<file path="src/rtl/icap_pkg.sv">
// Shared constants, state encoding and helpers for the ICAP warm-reboot sequencer.
// The constants are the Virtex-6 IPROG command words that go out on the bus.
package icap_pkg;

    localparam logic [31:0] ICAP_DUMMY     = 32'hFFFF_FFFF;
    localparam logic [31:0] ICAP_SYNC      = 32'hAA99_5566;
    localparam logic [31:0] ICAP_NOOP      = 32'h2000_0000;
    localparam logic [31:0] ICAP_WR_WBSTAR = 32'h3002_0001;
    localparam logic [31:0] ICAP_WR_CMD    = 32'h3000_8001;
    localparam logic [31:0] ICAP_CMD_IPROG = 32'h0000_000F;

    typedef enum logic [2:0] {
        ST_IDLE,
        ST_LATCH,
        ST_REQ,
        ST_GAP,
        ST_DONE
    } state_t;

    // Byte-mode ICAP expects each byte with its bit order reversed.
    function automatic logic [7:0] bitrev8(input logic [7:0] b);
        logic [7:0] r;
        for (int i = 0; i < 8; i++) begin
            r[i] = b[7-i];
        end
        return r;
    endfunction

endpackage

</file>
<file path="src/rtl/icap_reload_seq.sv">
// Wishbone master that plays the IPROG command sequence into the byte-wide
// ICAP slave, one single-byte write per bus cycle, with a gap between writes.
module icap_reload_seq
    import icap_pkg::*;
#(
    parameter int ACK_TIMEOUT = 15,
    parameter bit BITSWAP     = 1'b1
) (
    input  logic        clk,
    input  logic        reset,
    input  logic        start,
    input  logic [31:0] wbstar,
    output logic        cyc_o,
    output logic        stb_o,
    output logic        we_o,
    output logic [31:0] dat_o,
    input  logic        ack_i,
    output logic        busy,
    output logic        done,
    output logic        err
);

    state_t      r_state;
    logic [4:0]  r_idx;
    logic [7:0]  r_cnt;
    logic [31:0] r_wbstar;
    logic        r_stb;
    logic [7:0]  r_dat;
    logic        r_busy;
    logic        r_done;
    logic        r_err;

    logic [31:0] w_word;
    logic [7:0]  w_raw;
    logic [7:0]  w_byte;

    always_comb begin
        w_word = ICAP_DUMMY;
        case (r_idx[4:2])
            3'd0: w_word = ICAP_DUMMY;
            3'd1: w_word = ICAP_SYNC;
            3'd2: w_word = ICAP_NOOP;
            3'd3: w_word = ICAP_WR_WBSTAR;
            3'd4: w_word = r_wbstar;
            3'd5: w_word = ICAP_WR_CMD;
            3'd6: w_word = ICAP_CMD_IPROG;
            3'd7: w_word = ICAP_NOOP;
            default: w_word = ICAP_DUMMY;
        endcase
    end

    // Most significant byte of each word goes out first.
    always_comb begin
        w_raw = w_word[31:24];
        case (r_idx[1:0])
            2'd0: w_raw = w_word[31:24];
            2'd1: w_raw = w_word[23:16];
            2'd2: w_raw = w_word[15:8];
            2'd3: w_raw = w_word[7:0];
            default: w_raw = w_word[31:24];
        endcase
    end

    assign w_byte = (BITSWAP != 1'b0) ? bitrev8(w_raw) : w_raw;

    // LATCH spends one cycle so the first request starts on the edge after start.
    always_ff @(posedge clk) begin
        if (reset) begin
            r_state  <= ST_IDLE;
            r_idx    <= '0;
            r_cnt    <= '0;
            r_wbstar <= '0;
            r_stb    <= 1'b0;
            r_dat    <= '0;
            r_busy   <= 1'b0;
            r_done   <= 1'b0;
            r_err    <= 1'b0;
        end else begin
            r_done <= 1'b0;
            case (r_state)
                ST_IDLE: begin
                    if (start) begin
                        r_wbstar <= wbstar;
                        r_err    <= 1'b0;
                        r_idx    <= '0;
                        r_state  <= ST_LATCH;
                    end
                end
                ST_LATCH: begin
                    r_cnt   <= '0;
                    r_stb   <= 1'b1;
                    r_dat   <= w_byte;
                    r_busy  <= 1'b1;
                    r_state <= ST_REQ;
                end
                ST_REQ: begin
                    if (ack_i) begin
                        r_stb <= 1'b0;
                        r_dat <= '0;
                        if (r_idx == 5'd31) begin
                            r_done  <= 1'b1;
                            r_state <= ST_DONE;
                        end else begin
                            r_idx   <= r_idx + 5'd1;
                            r_state <= ST_GAP;
                        end
                    end else if (r_cnt == 8'(ACK_TIMEOUT)) begin
                        r_stb   <= 1'b0;
                        r_dat   <= '0;
                        r_err   <= 1'b1;
                        r_done  <= 1'b1;
                        r_state <= ST_DONE;
                    end else begin
                        r_cnt <= r_cnt + 8'd1;
                    end
                end
                ST_GAP: begin
                    r_cnt   <= '0;
                    r_stb   <= 1'b1;
                    r_dat   <= w_byte;
                    r_state <= ST_REQ;
                end
                ST_DONE: begin
                    r_busy  <= 1'b0;
                    r_state <= ST_IDLE;
                end
                default: begin
                    r_stb   <= 1'b0;
                    r_busy  <= 1'b0;
                    r_state <= ST_IDLE;
                end
            endcase
        end
    end

    assign cyc_o = r_stb;
    assign stb_o = r_stb;
    assign we_o  = r_stb;
    assign dat_o = {24'h0, r_dat};
    assign busy  = r_busy;
    assign done  = r_done;
    assign err   = r_err;

endmodule

</file>
<file path="config.mk">
export PLATFORM = sky130hd
export DESIGN_NAME = icap_reload_seq
export DESIGN_NICKNAME = d
export VERILOG_FILES = /design/src/rtl/icap_pkg.sv /design/src/rtl/icap_reload_seq.sv
export SDC_FILE = /design/constraint.sdc
export NUM_CORES = 1
export LEC_CHECK = 0
export BUFFER_PORTS_ARGS = -buffer_cell sky130_fd_sc_hd__buf_4
export CORE_MARGIN = 2
export CORE_UTILIZATION = 40
export DETAILED_ROUTE_END_ITERATION = 6
export GPL_ROUTABILITY_DRIVEN = 0
export PLACE_DENSITY = 0.65
export SYNTH_ARGS = -nofsm -noshare
export SYNTH_HDL_FRONTEND = slang
export SYNTH_SLANG_ARGS = --single-unit
</file>
<file path="constraint.sdc">
create_clock -name clk -period 1.88 [get_ports clk]
set_input_delay 0.376 -clock clk [delete_from_list [all_inputs] [get_ports clk]]
set_output_delay 0.376 -clock clk [all_outputs]
set_load 0.01 [all_outputs]
</file>
# Word level (Yosys, flattened, before mapping)

Index checks and enable logic that the tools add are counted.

Latch bits: 0
Register bits after elaboration: 60
Logic and storage cells: 81
Memory bits (writable): 0
Bits of input ports: 36
ROM bits: 0
Memories: 0
Output and inout port bits: 38

Bitwise operators: 2
Reduce and logical (&&, ||, !) cells: 17
$mul: 0
Equality and inequality tests: 23
Div/mod/pow operators: 0
Shifts and indexed selects: 0
$lt $le $gt $ge: 0
Muxes and demuxes: 28
Add/sub/neg operators: 2

Operators with widths:

| operator              | number |
|---|---|
| $pmux W32 S7          | 1 |
| $mux W8               | 4 |
| $pmux W8 S2           | 2 |
| $pmux W8 S4           | 1 |
| $eq A3 B3 Y1 const B  | 5 |
| $mux W5               | 3 |
| $eq A3 B2 Y1 const B  | 4 |
| $mux W3               | 4 |
| $ne A2 B2 Y1 const B  | 6 |
| $pmux W5 S2           | 1 |
| $pmux W3 S3           | 1 |
| $add A8 B1 Y8 const B | 1 |
| $eq A8 B4 Y1 const B  | 1 |
| $mux W1               | 8 |
| $reduce_and A2 Y1     | 4 |
| $reduce_and A4 Y1     | 2 |
| $reduce_or A2 Y1      | 4 |
| $eq A3 B1 Y1 const B  | 2 |
| $logic_not A3 Y1      | 2 |
| $add A5 B1 Y5 const B | 1 |
| $eq A5 B5 Y1 const B  | 1 |
| $eq A2 B2 Y1 const B  | 2 |
| $pmux W1 S2           | 2 |
| $reduce_bool A2 Y1    | 2 |
| 7 further kinds       | 8 |

# Logic depth before layout (Yosys ltp)

Gate-level depths: netlist of run 1.

Depth in word-level cells: 5
Depth in mapped cells: 8
Gate-level depth less buffers: 7

# Worst setup path after synthesis of run 1

No wires, ideal clock.

Path kind: flip-flop to flip-flop
From: register r_idx[0]
To: register r_dat[0]
Arrival: 1606 ps
Stages on the path, launching flop included: 7
Buffers on the path: 0
Data required time: 1763 ps
Slack: 157 ps
Path through: dfxtp_1 -> inv_1 -> ha_1 -> nand2b_1 -> nor3_1 -> or4_1 -> a32o_1

Word-level cells in the longest chain between the ends: 3
Elaborated cells on any way between the ends: 6
Those cells by class: 3 x eq/ne; 2 x mux; 1 x reduce/logical

RTL lines:

| item                                       | line                   | source |
|---|---|---|
| start, declared                            | icap_reload_seq.sv:24  | `logic [4:0] r_idx;` |
| start signal, assigned                     | icap_reload_seq.sv:104 | `r_idx <= r_idx + 5'd1;` |
| $eq A2 B2 Y1, or another cell as far along | icap_reload_seq.sv:55  | `case (r_idx[1:0])` |
| $pmux W8 S4 *                              | icap_reload_seq.sv:55  |  |
| $pmux W8 S2 *                              | icap_reload_seq.sv:80  | `case (r_state)` |
| end signal, assigned                       | icap_reload_seq.sv:92  | `r_dat <= w_byte;` |
| end signal, assigned                       | icap_reload_seq.sv:120 | `r_dat <= w_byte;` |
| end, declared                              | icap_reload_seq.sv:28  | `logic [7:0] r_dat;` |

Mark *: on every way between the ends. The rest lies on a longest branch, timed or not.
A chain may end at the register's enable or synchronous reset.

# Worst setup path after layout of run 1

From: register r_idx[1]
To: register r_dat[7]

The elaborated chain is that of the path after synthesis.

==> out/results.ini, run 1 <==
[outcome]
outcome = finished, final reports clean

[floorplan]
die_w_um = 92.3
placementRows = 32
dieArea_um2 = 8530
dieHeight_um = 92.3
num_io_pins = 74
start_util_pct = 40.8
core-area_um2 = 7650

[drt]
drtIter0Drc = 126
drt-vias-per-instance = 4.99
ant_nets = 0
dr.pass1.iters = 4
drc = 0
drt-wirelength-per-cell_um = 13.2
routed_wl_mm = 7.28
vias = 2749

[clock_tree]
cts_tree = done
cts_hold_buf = 0
clk_pin_slew_ns = 0.07
cts_buffers = 9
cts.repair.resized = 0
clock_latency_ns = 0.34
htreeDepth = 3
clockBufferDepth = 2
postCtsSetupBuffers = 0
cts_root_buf = clkbuf_8
clock_sinks = 60

[global_routing]
grt_max_degree = 35
grt_pass1_wl_mm = 12.5
antenna_found_initial = 0
gr-total-overflow = 0
grt_pass1_vias = 2713
track_usage_pct = 18.4

[setup_path]
cpPeakStageDelay_ns = 0.39
critPathTopFamily = compound AO/OA/AOI/OAI gates
crit_slowest_cell = dfxtp_1
cp_data_arrival_time_ns = 2.02
crit_chain = inv_1 > ha_1 > o21bai_1 > o21bai_1 > a311o_1 > a32o_1
cpMostUsedCell = o21bai_1
rr_startpoint = r_idx[1]$_SDFFE_PP0P_
required_ns = 2.11
cp-start-kind = register
critical_path_class = register to register
path_buf_inv = 1
crit_path_start = r_idx[1]$_SDFFE_PP0P_
worst_setup_path_end_kind = register
crit_fanout = 8

[layout]
nets = 486
drive_above_1_share_pct = 20.5
syn2layout_area_growth_pct = 20.6
antennaDiodeCount = 0

[power]
powerDensity_nw_per_um2 = 841
total_leakage_power_nw = 1.49
vdd_drop_max_mv = 0.899

[sta]
fmax_mhz = 560
period_share_pct = 95.0
setup_ws_ns = 0.0937
worst_slew_pin_slew_ns = 0.729
setup_tns_ns = 0
skew_ns = 0.00488
final_max_slew_viol_count = 0
hold_viol_final = 0
slew_headroom_pct = 50.8
rsz0062_at_grt = no
period_minus_slack_ns = 1.79
final-setup-viol-count = 0

[yosys]
yosys_warnings = 0
yosysMostFrequentCell = nand2_1
ys_seq_area_share_pct = 38.5
ys.flop_type = dfxtp_1
async_flop_share_pct = 0
synth_cell_type_count = 49
syn_area_per_cell_um2 = 7.90
yosysTopAreaCellShare_pct = 38.5
synth_area_um2 = 3120
synth_area_leader_cell = dfxtp_1
synth-seq-cells = 60
synthTopCellsByCount = 80 x nand2_1, 60 x dfxtp_1, 47 x a21oi_1
synth.area.top_cells = dfxtp_1 38%, nand2_1 9.6%, a21oi_1 7.5%
syn_inst = 395
synth_edf_count = 0

[worst_hold_path]
worstHoldPathType = input pin to register
hold_start = wbstar[30]

[flow_run]
drv_cap = 0

[placement]
pre_cts_ws_ns = 0.0483
port_buffers = 49
dp.final_hpwl_mm = 5.38

[flip-flops by register name, indices dropped and copies added (netlist names)]
register and cells:
busy 1, r_state 3, r_cnt 8, r_idx 5, err 1, r_dat 8
r_wbstar 32, cyc_o 1, done 1
[stage by stage]
step / power, mW / utilization (%) / hold slack [ns] / instances / instance area, um^2
after global routing: 3.31 / 49.2 / 0.276 / 551 / 3760
after global placement: 1.91 / 46.3 / 0.443 / 535 / 3540
after floorplan: 1.76 / - / 0.431 / 418 / 3210
after CTS: 3.19 / 49.1 / 0.271 / 551 / 3750
final: 3.16 / 49.2 / 0.278 / 551 / 3760
after detailed placement: 1.92 / 46.3 / 0.448 / 535 / 3540
[worst paths after layout]
kind	endpoint	slack, ns	cells past startpoint
max	r_dat[7]$_SDFFE_PP0P_	0.09	6
min	r_wbstar[30]$_SDFFE_PP0P_	0.28	3
max reg2reg	r_dat[7]$_SDFFE_PP0P_	0.09	6
min reg2reg	r_wbstar[27]$_SDFFE_PP0P_	0.46	2
[worst min-delay path: cells and delay by family]
family | cells | cell delay, ns
compound gates | 1 | 0.05
simple gates | 1 | 0.04
buf+inv | 1 | 0.11
[metal layers]
metal	wire, um	part of all wire [%]	global-route usage [%]
met1	3230	44	22.5
met2	3660	50	31.8
met3	326	4.5	4.64
met4	72	0.99	5.47
met5	0	0	0
[cells in the final DEF, fill, tap and decap left out, types with 5 or more instances in the layout]
master	count
ha_1	5
nand2b_1	18
a32o_1	5
inv_1	10
nor2_1	12
dfxtp_1	59
conb_1	24
o21ai_0	19
clkbuf_8	10
a21oi_1	47
and3_1	6
nor3_1	6
nand2_1	80
nor2b_1	9
buf_4	64
[report_power, final]
part / internal (mW) / switching (mW) / total, mW
clock: 0.776 / 0.501 / 1.28
combinational: 0.204 / 0.257 / 0.461
sequential: 1.36 / 0.0624 / 1.43
[kinds of logic (layout without fill, tap and decap cells)]
group	Yosys count	in the layout	share of synthesized area, %
muxes	3	3	1.12
xor gates and xnor gates	4	4	1.12
adders and majority gates	6	6	2.40
and+or+nand+nor	156	156	24.7
DFF	60	60	38.5
AOI/OAI and AO/OA	105	105	21.3
buffers and inverters	60	91	10.7
other	1	24	0.120
[layout make-up]
class / instances / area (um^2)
flip-flops and latches: 60 / 1200
repair buffers: 65 / 500
multi-input cells: 298 / 1680
clock inverters: 5 / 75.1
fillers: 754 / 3880
clock buffers: 11 / 141
inverters: 10 / 37.5
well taps: 102 / 128
Power figures use the tool's default switching activity.
==> inputs of run 2 (changes only) <==
Settings changed: CTS_BUF_LIST set to sky130_fd_sc_hd__clkbuf_2.
==> run 2 against run 1 <==
- final cell count did not move
- sequential cell count did not move
- clock skew rose by 0.012 ns
- die area did not move
- combinational power barely moved
- wire length barely moved
- clock power fell by 29%
- final area fell by 2.2%
- non-clock buffer count did not move
- sequential share of layout area rose by 0.82 points
==> out/results.ini, run 2 (same netlist as run 1, synthesis figures left out) <==
[power]
total_leakage_power_nw = 1.46  ; was 1.49 nW
vdd_drop_max_mv = 0.648  ; was 0.899 mV
powerDensity_nw_per_um2 = 759  ; was 841 nW/um^2

[layout]
syn2layout_area_growth_pct = 17.9  ; was 20.6%
final_common_cell = nand2_1  ; unchanged
largest_reg_flops = 32  ; unchanged
layout_common_cells = 80 x nand2_1, 64 x buf_4, 58 x dfxtp_1, 47 x a21oi_1, 24 x conb_1  ; was 80 x nand2_1, 64 x buf_4, 59 x dfxtp_1, 47 x a21oi_1, 24 x conb_1
final_cell_count_no_fill = 551  ; unchanged
fin_area_um2 = 3680  ; was 3760 um^2
top_regs = r_wbstar: 32 flops, r_cnt: 8 flops, r_dat: 8 flops  ; unchanged
antennaDiodeCount = 0  ; unchanged
finish.utilization_pct = 48.1  ; was 49.2%
drive_above_1_share_pct = 20.9  ; was 20.5%
nets = 486  ; unchanged
regMostFlops = r_wbstar  ; unchanged

[setup_path]
critical_path_class = register to register  ; unchanged
reg2reg_slack_ns = 0.12  ; was 0.09 ns
cp-start-kind = register  ; unchanged
required_ns = 2.28  ; was 2.11 ns
crit_slowest_cell = dfxtp_1  ; unchanged
critPathTopFamily = compound AO/OA/AOI/OAI gates  ; unchanged
worst_setup_path_end_kind = register  ; unchanged
cpPeakStageDelay_ns = 0.52  ; was 0.39 ns
path_buf_inv = 1  ; unchanged
rr_startpoint = r_idx[4]$_SDFFE_PP0P_  ; was r_idx[1]$_SDFFE_PP0P_
cp_data_arrival_time_ns = 2.17  ; was 2.02 ns
crit_chain = buf_4 > nor3b_1 > o21ai_0 > a311o_1 > a32o_1  ; was inv_1 > ha_1 > o21bai_1 > o21bai_1 > a311o_1 > a32o_1
crit_path_start = r_idx[4]$_SDFFE_PP0P_  ; was r_idx[1]$_SDFFE_PP0P_
crit_fanout = 10  ; was 8

[placement]
dp.final_hpwl_mm = 5.38  ; unchanged
dp_cells = 535  ; unchanged
placed_cell_area_um2 = 3540  ; unchanged
port_buffers = 49  ; unchanged

[clock_tree]
clk_pin_slew_ns = 0.17  ; was 0.07 ns
cts_tree = done  ; unchanged
clock_latency_ns = 0.50  ; was 0.34 ns
clockBufferDepth = 2  ; unchanged
cts_buffers = 9  ; unchanged
htreeDepth = 3  ; unchanged
clock_sinks = 60  ; unchanged
cts_hold_buf = 0  ; unchanged
cts_root_buf = clkbuf_2  ; was clkbuf_8

[global_routing]
antenna_found_initial = 0  ; unchanged
grt_pass1_wl_mm = 12.5  ; about the same
track_usage_pct = 18.5  ; was 18.4%
grt_max_degree = 35  ; unchanged
grt_pass1_vias = 2698  ; was 2713
gr-total-overflow = 0  ; unchanged

[floorplan]
die_w_um = 92.3  ; unchanged
core-area_um2 = 7650  ; unchanged
dieArea_um2 = 8530  ; unchanged
start_util_pct = 40.8  ; unchanged
dieHeight_um = 92.3  ; unchanged
placementRows = 32  ; unchanged
num_io_pins = 74  ; unchanged

[sta]
rsz0062_at_grt = yes  ; was no
slew_headroom_pct = 50.3  ; was 50.8%
final_max_slew_viol_count = 0  ; unchanged
period_minus_slack_ns = 1.76  ; was 1.79 ns
period_share_pct = 93.8  ; was 95.0%
hold_viol_final = 0  ; unchanged
setup_tns_ns = 0  ; unchanged
worst_slew_pin_slew_ns = 0.736  ; was 0.729 ns
final-setup-viol-count = 0  ; unchanged
hold_slack_ns = 0.0974  ; was 0.278 ns
fmax_mhz = 567  ; was 560 MHz
skew_ns = 0.0169  ; was 0.00488 ns

[drt]
drt-vias-per-instance = 5.00  ; was 4.99
drc = 0  ; unchanged
vias = 2754  ; was 2749
dr.pass1.iters = 4  ; unchanged
drtIter0Drc = 104  ; was 126
routed_wl_mm = 7.29  ; was 7.28 mm
drt-wirelength-per-cell_um = 13.2  ; about the same
ant_nets = 0  ; unchanged

[worst_hold_path]
worstHoldPathType = input pin to register  ; unchanged
hold_start = wbstar[30]  ; unchanged

[flow_run]
drv_cap = 0  ; unchanged

[outcome]
outcome = finished, final reports clean  ; unchanged

==> run 2: cell count changes in the layout (fill, tap and decap cells not counted), sizes merged <==
cell | previous run | this run
clkinv | 3 | 4
clkbuf | 11 | 10
==> run 2: metal layers <==
metal	vias to the layer above	track usage [%]	part of all wire, %
met1	1284	22.5	45
met4	0	3.73	0.84
met3	5	6.83	4.1
li1	1414	-	-
met5	-	0	0
met2	51	31.5	50
==> run 2: where the power goes <==
part	internal, mW	switching, mW
logic	0.205	0.258
registers	1.36	0.0622
clock network	0.435	0.472
==> run 2: worst min-delay path, cell delays in order <==
cell	delay, ns
buf_4	0.11
nand2_1	0.04
a21oi_1	0.05
==> run 2: cell type report <==
class | instances | area [um^2]
inverter | 10 | 37.5
fill | 766 | 3970
sequential | 60 | 1210
multi-input combinational | 298 | 1680
timing repair buffer | 65 | 500
clock inverter | 6 | 78.8
tap | 102 | 128
clock buffer | 10 | 50.0
==> run 2: what timing repair did <==
item | 4_1_cts | 5_1_grt
endpoints found under the setup margin | 0 | 10
buffers inserted | 0 | 0
gates resized for setup | 0 | 8
==> run 2: worst paths after layout <==
| check | endpoint | cells after the start |
|---|---|---|
| worst max-delay path | r_dat[7]$_SDFFE_PP0P_ | 5 |
| worst min-delay path | r_wbstar[30]$_SDFFE_PP0P_ | 3 |
| worst max register to register | r_dat[7]$_SDFFE_PP0P_ | 5 |
| worst min register to register | r_wbstar[27]$_SDFFE_PP0P_ | 2 |
==> run 2: metrics by stage <==
step | power (mW) | setup slack (ns)
after global placement | 1.91 | 0.108
after detailed placement | 1.92 | 0.0483
final | 2.80 | 0.117
after CTS | 2.82 | 0.0335
after global routing | 2.96 | -0.0221
after floorplan | 1.76 | 0.157
==> inputs of run 3 (changes only) <==
Settings changed: MAX_ROUTING_LAYER set to met4.
==> run 3 against run 2 <==
- critical path depth fell by 1
- sequential power barely moved
- total power barely moved
- register-to-register slack barely moved
- non-clock buffer count did not move
- fmax rose by 0.12%
- largest power group unchanged
- combinational power barely moved
- global-route usage rose by 0.42 points
- first-iteration DRC count rose by 15%
==> out/results.ini, run 3 (same netlist as run 1, synthesis figures left out) <==
[outcome]
outcome = finished, final reports clean  ; unchanged

[setup_path]
cpPeakStageDelay_ns = 0.57  ; was 0.52 ns
cp_data_arrival_time_ns = 2.15  ; was 2.17 ns
crit_slowest_cell = or4_4  ; was dfxtp_1
required_ns = 2.27  ; was 2.28 ns
critPathTopFamily = simple AND/OR/NAND/NOR gates  ; was compound AO/OA/AOI/OAI gates
worst_setup_path_end_kind = register  ; unchanged
rr_startpoint = r_cnt[4]$_SDFFE_PP0P_  ; was r_idx[4]$_SDFFE_PP0P_
r2r_end = r_cnt[5]$_SDFFE_PP0P_  ; was r_dat[7]$_SDFFE_PP0P_
critical_path_class = register to register  ; unchanged
reg2reg_slack_ns = 0.12  ; about the same
crit_fanout = 9  ; was 10
crit_chain = or4_4 > o21ai_4 > a211oi_1 > mux2_4  ; was buf_4 > nor3b_1 > o21ai_0 > a311o_1 > a32o_1
path_buf_inv = 0  ; was 1
rr_worst_depth = 4  ; was 5
cp-start-kind = register  ; unchanged

[drt]
drc = 0  ; unchanged
vias = 2748  ; was 2754
routed_wl_mm = 7.28  ; was 7.29 mm
dr.pass1.iters = 4  ; unchanged
drt-wirelength-per-cell_um = 13.2  ; about the same
drt-vias-per-instance = 4.99  ; was 5.00
drtIter0Drc = 120  ; was 104
ant_nets = 0  ; unchanged

[placement]
dp.final_hpwl_mm = 5.38  ; unchanged
pre_cts_ws_ns = 0.0483  ; unchanged
port_buffers = 49  ; unchanged
placed_cell_area_um2 = 3540  ; unchanged
dp_cells = 535  ; unchanged

[layout]
layout_common_cells = 80 x nand2_1, 64 x buf_4, 58 x dfxtp_1, 47 x a21oi_1, 24 x conb_1  ; unchanged
drive_above_1_share_pct = 20.9  ; unchanged
top_regs = r_wbstar: 32 flops, r_cnt: 8 flops, r_dat: 8 flops  ; unchanged
final_common_cell = nand2_1  ; unchanged
fillers = 766  ; unchanged
nets = 486  ; unchanged
syn2layout_area_growth_pct = 17.9  ; unchanged
fin_area_um2 = 3680  ; unchanged
regMostFlops = r_wbstar  ; unchanged
finish.utilization_pct = 48.1  ; unchanged
antennaDiodeCount = 0  ; unchanged
final_cell_count_no_fill = 551  ; unchanged
largest_reg_flops = 32  ; unchanged

[global_routing]
gr-total-overflow = 0  ; unchanged
track_usage_pct = 19.0  ; was 18.5%
grt_pass1_wl_mm = 12.5  ; about the same
grt_max_degree = 35  ; unchanged
antenna_found_initial = 0  ; unchanged
grt_pass1_vias = 2704  ; was 2698

[sta]
final_max_slew_viol_count = 0  ; unchanged
rsz0062_at_grt = yes  ; unchanged
setup_ws_ns = 0.119  ; was 0.117 ns
hold_viol_final = 0  ; unchanged
worst_slew_pin_slew_ns = 0.736  ; about the same
period_share_pct = 93.7  ; was 93.8%
hold_slack_ns = 0.102  ; was 0.0974 ns
slew_headroom_pct = 50.3  ; about the same
final-setup-viol-count = 0  ; unchanged
skew_ns = 0.0157  ; was 0.0169 ns
fmax_mhz = 568  ; was 567 MHz
period_minus_slack_ns = 1.76  ; about the same
setup_tns_ns = 0  ; unchanged

[clock_tree]
postCtsSetupBuffers = 0  ; unchanged
clock_sinks = 60  ; unchanged
cts_hold_buf = 0  ; unchanged
htreeDepth = 3  ; unchanged
cts_buffers = 9  ; unchanged
clockBufferDepth = 2  ; unchanged
cts.repair.resized = 0  ; unchanged
clk_pin_slew_ns = 0.17  ; about the same
cts_root_buf = clkbuf_2  ; unchanged
cts_tree = done  ; unchanged
clock_latency_ns = 0.49  ; was 0.50 ns

[power]
powerDensity_nw_per_um2 = 759  ; about the same
vdd_drop_max_mv = 0.649  ; was 0.648 mV
power.total_mw = 2.79  ; was 2.80 mW
total_leakage_power_nw = 1.46  ; unchanged

[floorplan]
placementRows = 32  ; unchanged
start_util_pct = 40.8  ; unchanged
die_w_um = 92.3  ; unchanged
dieHeight_um = 92.3  ; unchanged
num_io_pins = 74  ; unchanged
core-area_um2 = 7650  ; unchanged
dieArea_um2 = 8530  ; unchanged

[worst_hold_path]
worstHoldPathType = input pin to register  ; unchanged
min_delay_path_depth = 3  ; unchanged
min_delay_worst_endpoint = r_wbstar[31]$_SDFFE_PP0P_  ; was r_wbstar[30]$_SDFFE_PP0P_
hold_start = wbstar[31]  ; was wbstar[30]

[flow_run]
drv_cap = 0  ; unchanged

-- run 3: cell counts in the layout (fill, tap and decap cells not counted) --
Identical to the previous run, type by type.
-- run 3: how the worst max path moves through the flow --
stage / from / end / slack, ns / depth (start not counted)
after floorplan: r_idx[0]$_SDFFE_PP0P_ / r_dat[0]$_SDFFE_PP0P_ / 0.16 / 6
after global placement: r_idx[0]$_SDFFE_PP0P_ / r_dat[0]$_SDFFE_PP0P_ / 0.11 / 6
after detailed placement: r_idx[0]$_SDFFE_PP0P_ / r_dat[0]$_SDFFE_PP0P_ / 0.05 / 6
after CTS: r_idx[0]$_SDFFE_PP0P_ / r_dat[0]$_SDFFE_PP0P_ / 0.03 / 6
after global routing: r_idx[0]$_SDFFE_PP0P_ / r_idx[3]$_SDFFE_PP0P_ / -0.02 / 7
final: r_cnt[4]$_SDFFE_PP0P_ / r_cnt[5]$_SDFFE_PP0P_ / 0.12 / 4
-- run 3: worst register-to-register path: stages, from the launching register on --
cell and delay (ns):
dfxtp_1 0.37, or4_4 0.57, o21ai_4 0.28, a211oi_1 0.14, mux2_4 0.31
-- run 3: final cells by class --
cell class	count	area [um^2]	share of cell area (%)
clock buffer	10	50.0	1.36
multi-input combinational	298	1680	45.6
clock inverter	6	78.8	2.14
inverter	10	37.5	1.02
timing repair buffer	65	500	13.6
sequential	60	1210	32.8
tap	102	128	3.47
-- run 3: power breakdown --
| group | total (mW) | internal (mW) | switching, mW |
|---|---|---|---|
| Sequential | 1.43 | 1.36 | 0.0625 |
| Clock | 0.904 | 0.435 | 0.469 |
| Combinational | 0.463 | 0.205 | 0.259 |
| Total | 2.79 | 2.00 | 0.790 |
-- run 3: routing by layer --
layer  share of wire, %  GRT usage, %
met1                 45          22.6
met2                 50          31.5
met3                3.9          5.37
met4                1.3          5.22
met5                  0             -
